## config.mk

```make
export PLATFORM = sky130hd
export DESIGN_NAME = fifo_framer
export DESIGN_NICKNAME = d
export VERILOG_FILES = /design/src/rtl/fifo_framer.sv
export SDC_FILE = /design/constraint.sdc
export NUM_CORES = 1
export LEC_CHECK = 0
export ABC_CLOCK_PERIOD_IN_PS = 4500
export BUFFER_PORTS_ARGS = -buffer_cell sky130_fd_sc_hd__buf_2
export CORE_MARGIN = 2
export CORE_UTILIZATION = 46
export DETAILED_ROUTE_END_ITERATION = 10
export PLACE_DENSITY_LB_ADDON = 0.08
export SLEW_MARGIN = 20
export SYNTH_ARGS = -nofsm -noshare
export SYNTH_HDL_FRONTEND = slang
export SYNTH_SLANG_ARGS = --single-unit
```

## constraint.sdc

```tcl
create_clock -name clk -period 4.5 [get_ports clk]
set_clock_uncertainty 0.1 [all_clocks]
set_input_delay 0.675 -clock clk [delete_from_list [all_inputs] [get_ports clk]]
set_output_delay 0.675 -clock clk [all_outputs]
set_load 0.02 [all_outputs]
```

## src/rtl/fifo_framer.sv

```systemverilog
// Drains a FWFT FIFO into length-prefixed frames; FIFO_FRAMER_CHECKSUM_EN adds an XOR trailer.
// Latency: header one cycle after a full-batch or timeout trigger, then payload at 1 word/cycle.
// Backpressure: m_ready low holds m_data/m_last and suppresses pops; one idle gap between frames.
module fifo_framer #(
   parameter int WIDTH      = 32,
   parameter int FIFO_DEPTH = 512,
   parameter int MAX_LEN    = 16,
   parameter int TIMEOUT    = 255
) (
   input  logic                          clk,
   input  logic                          srst_n,
   input  logic [WIDTH-1:0]              fifo_dout,
   input  logic                          fifo_empty,
   input  logic [$clog2(FIFO_DEPTH)-1:0] fifo_data_count,
   output logic                          fifo_rd_en,
   output logic [WIDTH-1:0]              m_data,
   output logic                          m_valid,
   output logic                          m_last,
   input  logic                          m_ready
);
   localparam int LW = $clog2(MAX_LEN + 1);
   localparam int TW = $clog2(TIMEOUT + 1);
   localparam logic [LW-1:0] MAX_LEN_L = LW'(MAX_LEN);
   localparam logic [TW-1:0] TIMEOUT_T = TW'(TIMEOUT);

`ifdef FIFO_FRAMER_CHECKSUM_EN
   typedef enum logic [1:0] {IDLE = 2'd0, HEADER = 2'd1, PAYLOAD = 2'd2, TRAILER = 2'd3} state_t;
`else
   typedef enum logic [1:0] {IDLE = 2'd0, HEADER = 2'd1, PAYLOAD = 2'd2} state_t;
`endif

   state_t        state;
   state_t        state_nxt;
   logic [TW-1:0] idle_cnt;
   logic [LW-1:0] len;
   logic [LW-1:0] remaining;
   logic [LW-1:0] len_nxt;
   logic [31:0]   count_ext;
   logic          batch_full;
   logic          trigger;
`ifdef FIFO_FRAMER_CHECKSUM_EN
   logic [WIDTH-1:0] csum;
`endif

   assign count_ext  = 32'(fifo_data_count);
   assign batch_full = (count_ext >= 32'(MAX_LEN));
   assign trigger    = (state == IDLE) &&
                       (batch_full || (!fifo_empty && idle_cnt == TIMEOUT_T));
   // Only truncated when the occupancy is below MAX_LEN, so no bits are lost.
   assign len_nxt    = batch_full ? MAX_LEN_L : LW'(fifo_data_count);

   always_comb begin
      state_nxt  = state;
      m_valid    = 1'b0;
      m_data     = '0;
      m_last     = 1'b0;
      fifo_rd_en = 1'b0;
      case (state)
         IDLE: begin
            if (trigger) state_nxt = HEADER;
         end
         HEADER: begin
            m_valid             = 1'b1;
            m_data[WIDTH-1]     = 1'b1;
            m_data[LW-1:0]      = len;
            if (m_ready) state_nxt = PAYLOAD;
         end
         PAYLOAD: begin
            m_valid    = 1'b1;
            m_data     = fifo_dout;
            fifo_rd_en = m_ready;
`ifdef FIFO_FRAMER_CHECKSUM_EN
            if (m_ready && remaining == LW'(1)) state_nxt = TRAILER;
`else
            m_last     = (remaining == LW'(1));
            if (m_ready && remaining == LW'(1)) state_nxt = IDLE;
`endif
         end
`ifdef FIFO_FRAMER_CHECKSUM_EN
         TRAILER: begin
            m_valid = 1'b1;
            m_data  = csum;
            m_last  = 1'b1;
            if (m_ready) state_nxt = IDLE;
         end
`endif
         default: state_nxt = IDLE;
      endcase
      // Outputs are forced quiet for the whole reset, including its first cycle.
      if (!srst_n) begin
         m_valid    = 1'b0;
         m_data     = '0;
         m_last     = 1'b0;
         fifo_rd_en = 1'b0;
      end
   end

   always_ff @(posedge clk) begin
      if (!srst_n) begin
         state     <= IDLE;
         idle_cnt  <= '0;
         len       <= '0;
         remaining <= '0;
`ifdef FIFO_FRAMER_CHECKSUM_EN
         csum      <= '0;
`endif
      end else begin
         state <= state_nxt;
         if (state != IDLE || trigger || fifo_empty)
            idle_cnt <= '0;
         else if (idle_cnt != TIMEOUT_T)
            idle_cnt <= idle_cnt + TW'(1);
         if (trigger) begin
            len       <= len_nxt;
            remaining <= len_nxt;
         end else if (state == PAYLOAD && m_ready) begin
            remaining <= remaining - LW'(1);
         end
`ifdef FIFO_FRAMER_CHECKSUM_EN
         if (trigger)
            csum <= '0;
         else if (state == PAYLOAD && m_ready)
            csum <= csum ^ fifo_dout;
`endif
      end
   end
endmodule

```

### Word level (Yosys, flattened, before mapping)

Cells that the tools add are included.

* $lt $le $gt $ge: 1
* shifts and indexed selects: 0
* add/sub/neg operators: 2
* div/mod/pow operators: 0
* multipliers: 0
* reductions and logical operators: 14
* muxes and demuxes: 17
* bitwise logic cells: 1
* equal/unequal tests: 8

Operator list (count)
* two-way mux 32 bit: 1
* two-way mux 26 bit: 1
* two-way mux 5 bit: 3
* one-hot mux 5 bit (2 select lines): 1
* greater-or-equal comparator 9 x 5 -> 1 bit, second input constant: 1
* adder 8 x 1 -> 8 bit, second input constant: 1
* equality test 8 bit, second input constant: 1
* inequality test 8 bit, second input constant: 1
* two-way mux 1 bit: 6
* two-way mux 2 bit: 3
* inequality test 2 bit, second input constant: 3
* one-hot mux 2 bit (3 select lines): 1
* equality test 5 x 1 -> 1 bit, second input constant: 1
* subtractor 5 x 1 -> 5 bit, second input constant: 1
* logical AND 1 bit: 4
* nonzero test 2 bit: 2
* OR reduction 2 bit: 2
* logical OR 1 bit: 3
* AND reduction 3 bit: 1
* equality test 2 x 1 -> 1 bit, second input constant: 1
* equality test 2 bit, second input constant: 1
* logical NOT 2 bit: 1
* one-hot mux 1 bit (2 select lines): 1
* logical NOT 1 bit: 1
* inverter 1 bit: 1

* input port bits: 45
* register bits after elaboration: 20
* bits in writable memories: 0
* output and inout port bits: 35
* memories: 0
* bits in read-only memories: 0
* word-level logic and storage cells: 47
* bits in latches: 0

### Longest topological paths before layout

Gate-level depths: netlist (run 1).

* depth in word-level cells: 7
* depth in mapped cells: 9
* depth with buffers taken out: 7

### Worst setup path before layout (run 1)

No wires, ideal clock.

* kind: input-to-reg
* start: input fifo_data_count[5]
* end: register remaining[2]
* required time: 4.284 ns
* setup time: 0.116 ns
* path buffers: 1
* data arrival time: 2.010 ns
* slack: 2.273 ns
* stages: 6
* path through: or3_1 or3_1 buf_6 o21ai_4 a22oi_1 o211a_1

* longest elaborated chain between the ends: 4
* elaborated cells on any way between the ends: 6
* classes of those cells: order compare (1); mux (2); reduce/logical (3)

RTL lines
* start: declaration: line 14 `input logic [$clog2(FIFO_DEPTH)-1:0] fifo_data_count,`
* greater-or-equal comparator 9 x 5 -> 1 bit (*): line 46 `assign batch_full = (count_ext >= 32'(MAX_LEN));`
* logical OR 1 bit: line 48 `(batch_full || (!fifo_empty && idle_cnt == TIMEOUT_T));`
* logical AND 1 bit: line 47 `assign trigger = (state == IDLE) &&`
* two-way mux 5 bit or nonzero test 2 bit (tied branches)
* end signal: assignment: line 115 `remaining <= len_nxt;`
* end signal: assignment: line 117 `remaining <= remaining - LW'(1);`
* end: declaration: line 36 `logic [LW-1:0] remaining;`

Every way passes the cells marked *; elsewhere a longest branch is shown, timed or not.
A chain may end at the register's enable or synchronous reset.

### Worst setup path after layout (run 1)

* start: register state[0]
* end: output m_data[4]

* longest elaborated chain between the ends: 3
* elaborated cells on any way between the ends: 4
* classes of those cells: eq/ne (2); mux (2)

RTL lines
* start: declaration: line 32 `state_t state;`
* start signal: assignment: line 108 `state <= state_nxt;`
* equality test 2 bit or equality test 2 x 1 -> 1 bit (tied branches): line 58 `case (state)`
* one-hot mux 5 bit (2 select lines) (*): line 58
* two-way mux 32 bit (*): line 90 `if (!srst_n) begin`
* end: declaration: line 16 `output logic [WIDTH-1:0] m_data,`

Marks and branches as above.

==> summary.md, run 1 <==
| Metric | Value |
|---|---|
| Status | finished clean |
| Number of fill cells | 244 |
| Multi-input logic area | 853 um2 |
| DIE AREA | 3340 um2 |
| Post-DP HPWL | 2710 um |
| Die span in y | 57.8 um |
| Vias in the first global route | 1261 |
| Gr usage total | 0.205 |
| Clk_lat worst skew | 300 ps |
| Lkg Pwr | 0.995 nW |
| Grt ovf | 0 |
| Area of the core region | 2760 um2 |
| # IOs | 80 |
| Main synth FF type | dfxtp_1 |
| Sequential share of the synthesized area | 0.300 |
| Largest net degree at the start of global routing | 44 |
| Initial cell density of the core | 0.483 |
| Layout area overhead | 32.9% |
| Synth Area per Inst | 7.93 um2 |
| Hold buffers post-CTS | 0 |
| Root Buffer | clkbuf_4 |
| Async SR Flop Fraction | 0 |
| Count of input and output buffers | 79 |
| RSZ-0062 raised after global routing | no |
| Share of layout cells above drive strength 1 | 0.363 |
| Cell count after synthesis | 168 |
| Mapped Nets | 220 |
| YS warnings | 0 |
| Pins Over Slew Limit | 0 |
| TritonCTS clock tree | done |
| Total negative setup slack | 0 ps |
| F_max | 359 MHz |
| CP max FO | 37 |
| CTS H-tree depth | 1 |
| Total CTS buffers | 3 |
| Mapped cell area | 1330 um2 |
| FF-to-FF setup slack | 2330 ps |
| # DRC | 0 |
| Drt wl/cell | 12.9 um |
| Final hold vios | 0 |
| Clk buf depth | 2 |
| Final setup viols | 0 |
| Peak VDD IR | 0.279 mV |
| Vias per cell | 5.30 |
| Crit. End Element | output pin |
| EDFF count, synth | 0 |
| DR iter-0 viols | 73 |
| Clk slew on worst S/H paths | 120 ps |
| Pre-Repair DR Iteration Count | 4 |
| Most frequent cells in the layout | buf_2 (79), and3_1 (33), nor2_1 (20), dfxtp_1 (20), nand2_1 (12) |
| Drt total wl | 3490 um |
| Worst Hold Slack | 353 ps |
| Commonest non-fill, non-tap cell in the layout | buf_2 |
| WP data arrival | 2010 ps |
| Worst hold path type | reg2reg |
| Row count | 19 |
| Storage cell area | 400 um2 |
| Sink Count | 20 |
| First-pass GRT wire length | 5550 um |
| CP required | 3720 ps |
| Critical path class | reg2out |
| Inserted Diodes | 0 |
| Pwr dens | 413 nW/um2 |
| Max-slew headroom | 0.391 |
| Antenna violations before repair | 0 |
| Tcrit/Tclk final | 0.618 |
| Minimum clock period | 2780 ps |
| Post-DRT Antenna Nets | 0 |
| Via count | 1435 |
| Global placer's final weighted congestion | 0.781 |
| Yosys reg bits | 20 |
| Max Cap Viol | 0 |
| Final net count | 293 |
| Startpoint Class | flip-flop |
| Post_cts resized | 0 |
| Measured slew at the worst slew-check pin | 914 ps |
| DIE WIDTH | 57.8 um |
| Unique cell type count in the Yosys netlist | 34 |
| Post CTS Setup Buffer Count | 0 |
layer usage:
metal  vias to the layer above  share of wire  global-route usage
met5                         -              0                   0
met4                         0         0.0069              0.0399
met3                         2          0.068              0.0446
met2                        51           0.52               0.380
met1                       643           0.40               0.242
li1                        739              -                   -
final timing paths:
check / endpoint / start / cells after the start
worst max-delay path: m_data[4] / state[0] / 5
worst min-delay path: idle_cnt[0] / idle_cnt[0] / 1
worst max register to register: remaining[2] / state[0] / 6
worst min register to register: idle_cnt[0] / idle_cnt[0] / 1
logic make-up (layout without fill, tap and decap cells):
family	count (synthesis)	count (layout)	share of synthesized area
AND/OR/NAND/NOR	83	83	0.337
AO/OA/AOI/OAI	31	31	0.184
flip-flops	20	20	0.300
buffers and inverters	19	91	0.0592
adder cells (fa/ha/maj)	7	7	0.0657
XOR/XNOR	7	7	0.0460
multiplexers	1	1	0.00751
metrics by stage:
step	total power, mW	instance area, um2	util	setup slack (ps)	std cells
final	0.731	1770	0.642	1720	271
after global routing	0.788	1770	0.642	1510	271
after CTS	0.733	1770	0.642	1710	271
after detailed placement	0.584	1720	0.623	1920	267
after global placement	0.574	1720	0.623	1950	267
after floorplan	0.492	1330	-	2270	168
where the power goes:
group	internal, mW	total [mW]	switching, mW
logic	0.144	0.354	0.210
clock network	0.0900	0.147	0.0569
registers	0.204	0.230	0.0259
synth_stat cells, types with 4 or more instances:
master / count / area (um2)
and3_1: 33 / 206
dfxtp_1: 20 / 400
nor2_1: 20 / 75.1
nand2_1: 12 / 45.0
a22oi_1: 10 / 75.1
clkbuf_1: 10 / 37.5
inv_1: 8 / 30.0
ha_1: 7 / 87.6
xnor2_1: 5 / 43.8
a21boi_0: 4 / 30.0
a21oi_1: 4 / 20.0
nand3_1: 4 / 20.0
cell type report:
type / count / share of cell area
Clock buffer: 3 / 0.0127
Clock inverter: 1 / 0.0170
Inverter: 8 / 0.0170
Multi-Input combinational cell: 129 / 0.482
Sequential cell: 20 / 0.226
Tap cell: 31 / 0.0219
Timing Repair Buffer: 79 / 0.223
critical path: stages, from the launching register on:
cell and delay (ps):
dfxtp_1 360, inv_1 90, ha_1 760, a22oi_1 210, nor2_1 120, buf_2 170
registers in the layout, summed over array words and instances, names as in the netlist:
signal / count
remaining: 5
len: 5
idle_cnt: 8
state: 2
Power figures use the tool's default switching activity.
==> run 2, diff against run 1 <==
ABC_CLOCK_PERIOD_IN_PS = 2800   (was 4500)
CORE_UTILIZATION = 43   (was 46)
clock period = 2.8 ns   (was 4.5 ns; I/O delays follow)
==> run 2 against run 1 <==
- first-iteration DRC count decreased by 56%
- largest power group unchanged
- die area increased by 6.5%
- critical path type unchanged
- global-route usage decreased by 1.6 points
- sequential power increased by 60%
- setup slack got worse by 1300 ps
- combinational power increased by 61%
- clock power increased by 61%
- critical endpoint is now m_data[2]
- sequential cell count unchanged
- via count increased by 0.35%
- cell count increased by 1.8%
- utilization decreased by 4.4 points
==> summary.md, run 2 (synthesis results as in run 1) <==
| Metric | Value |
|---|---|
| Status | finished clean |
| Share of layout cells above drive strength 1 | 0.370 (+0.00787) |
| First-pass GRT wire length | 5280 um (-4.8%) |
| Metal2 WL | 1630 um (-10%) |
| RSZ-0062 raised after global routing | no |
| Area of the core region | 3000 um2 (+8.9%) |
| WP data arrival | 1850 ps (-160 ps) |
| CP max FO | 21 (-43%) |
| Grt ovf | 0 (unchanged) |
| Worst hold path type | in2reg |
| DIE AREA | 3560 um2 (+6.5%) |
| Global placer's final weighted congestion | 0.773 (-1.1%) |
| Drt wl/cell | 12.0 um (-6.8%) |
| Routed length on met3 | 164 um (-31%) |
| Post-DRT Antenna Nets | 0 (unchanged) |
| Layout area overhead | 34.7% |
| CP required | 2280 ps (-1440 ps) |
| Most flops, register | idle_cnt |
| # DRC | 0 (unchanged) |
| Pre-Repair DR Iteration Count | 4 (unchanged) |
| Count of input and output buffers | 79 (unchanged) |
| Largest registers | idle_cnt: 8 flops, len: 5 flops, remaining: 5 flops |
| Max Cap Viol | 0 (unchanged) |
| Root Buffer | clkbuf_4 |
| Hold buffers post-CTS | 0 (unchanged) |
| Hold Path Cell Cnt | 3 (+2) |
| FF-to-FF path depth | 7 (+1) |
| Total CTS buffers | 3 (unchanged) |
| Largest net degree at the start of global routing | 38 (-14%) |
| Pwr dens | 655 nW/um2 (+59%) |
| Lkg Pwr | 1.01 nW (+1.6%) |
| Vias in the first global route | 1214 (-3.7%) |
| Clk buf depth | 2 (unchanged) |
| Row count | 20 (+1) |
| Initial cell density of the core | 0.444 (-0.0395) |
| Gr usage total | 0.189 (-0.0160) |
| Peak VDD IR | 0.380 mV (+36%) |
| Highest metal used | met4 |
| Tcrit/Tclk final | 0.845 |
| Post CTS Setup Buffer Count | 0 (unchanged) |
| Post-DP HPWL | 2530 um (-6.5%) |
| Critical path class | reg2out |
| Measured slew at the worst slew-check pin | 464 ps (-450 ps) |
| Inserted Diodes | 0 (unchanged) |
| Final net count | 296 (+1.0%) |
| WL met1 | 1500 um (+5.9%) |
| Vias per cell | 5.22 (-1.5%) |
| Post_cts resized | 0 (unchanged) |
| Crit. End Element | output pin |
| TritonCTS clock tree | done |
| Most frequent cells in the layout | buf_2 (79), and3_1 (33), nor2_1 (20), dfxtp_1 (20), nand2_1 (12) |
| Max-slew headroom | 0.691 (+0.300) |
| Minimum clock period | 2370 ps |
| DIE WIDTH | 59.7 um (+3.2%) |
| Final setup viols | 0 (unchanged) |
| Final hold vios | 0 (unchanged) |
| Antenna violations before repair | 0 (unchanged) |
| CTS H-tree depth | 1 (unchanged) |
| Total negative setup slack | 0 ps (unchanged) |
| Sink Count | 20 (unchanged) |
| DR iter-0 viols | 32 (-56%) |
| Clk_lat worst skew | 310 ps (about the same) |
| Number of fill cells | 296 (+21%) |
| Via count | 1440 (+0.35%) |
| F_max | 423 MHz |
| Commonest non-fill, non-tap cell in the layout | buf_2 |
| Max reg flops | 8 (unchanged) |
| Pins Over Slew Limit | 0 (unchanged) |
| Die span in y | 59.7 um (+3.2%) |
| Startpoint Class | flip-flop |
| Worst Hold Slack | 293 ps (-59.3 ps) |
| # IOs | 80 (unchanged) |
| Clk slew on worst S/H paths | 120 ps (about the same) |
| Drt total wl | 3310 um (-5.1%) |
[run 2: final timing paths]
kind	startpoint	slack (ps)	to
hold / removal	fifo_data_count[1]	290	len[1]
hold reg to reg	idle_cnt[0]	350	idle_cnt[0]
setup / recovery	state[0]	430	m_data[2]
setup reg to reg	state[0]	760	remaining[2]
[run 2: area by class of cell]
class	instances	area, um2	area share
multi-input cells	129	853	0.475
flip-flops and latches	20	400	0.223
clock inverters	1	30.0	0.0167
clock buffers	3	22.5	0.0125
inverters	8	30.0	0.0167
repair buffers	82	418	0.233
well taps	33	41.3	0.0230
[run 2: report_power, final]
group | total [mW] | internal (mW) | switching, mW
Sequential | 0.369 | 0.328 | 0.0406
Clock | 0.236 | 0.145 | 0.0910
Combinational | 0.571 | 0.236 | 0.335
Total | 1.18 | 0.709 | 0.466
[run 2: critical path, cell delays in order, from the launching register on]
cell     delay [ps]
dfxtp_1         360
inv_1            90
ha_1            400
buf_4           300
a22oi_1         110
nor2_1           90
buf_2           170
[run 2: metal layers]
layer,vias up,track usage
met1,646,0.238
met2,41,0.326
met4,0,0.0698
li1,751,-
met5,-,0
met3,2,0.0260
[run 2: per-stage QoR]
stage          utilization  instance area (um2)  instances  power (mW)  worst slack (ps)
2_1_floorplan            -                 1330        168       0.791               828
3_3_place_gp         0.580                 1740        272       0.943               655
3_5_place_dp         0.580                 1740        272       0.941               619
4_1_cts              0.598                 1800        276        1.18               434
5_1_grt              0.598                 1800        276        1.27               268
6_report             0.598                 1800        276        1.18               434
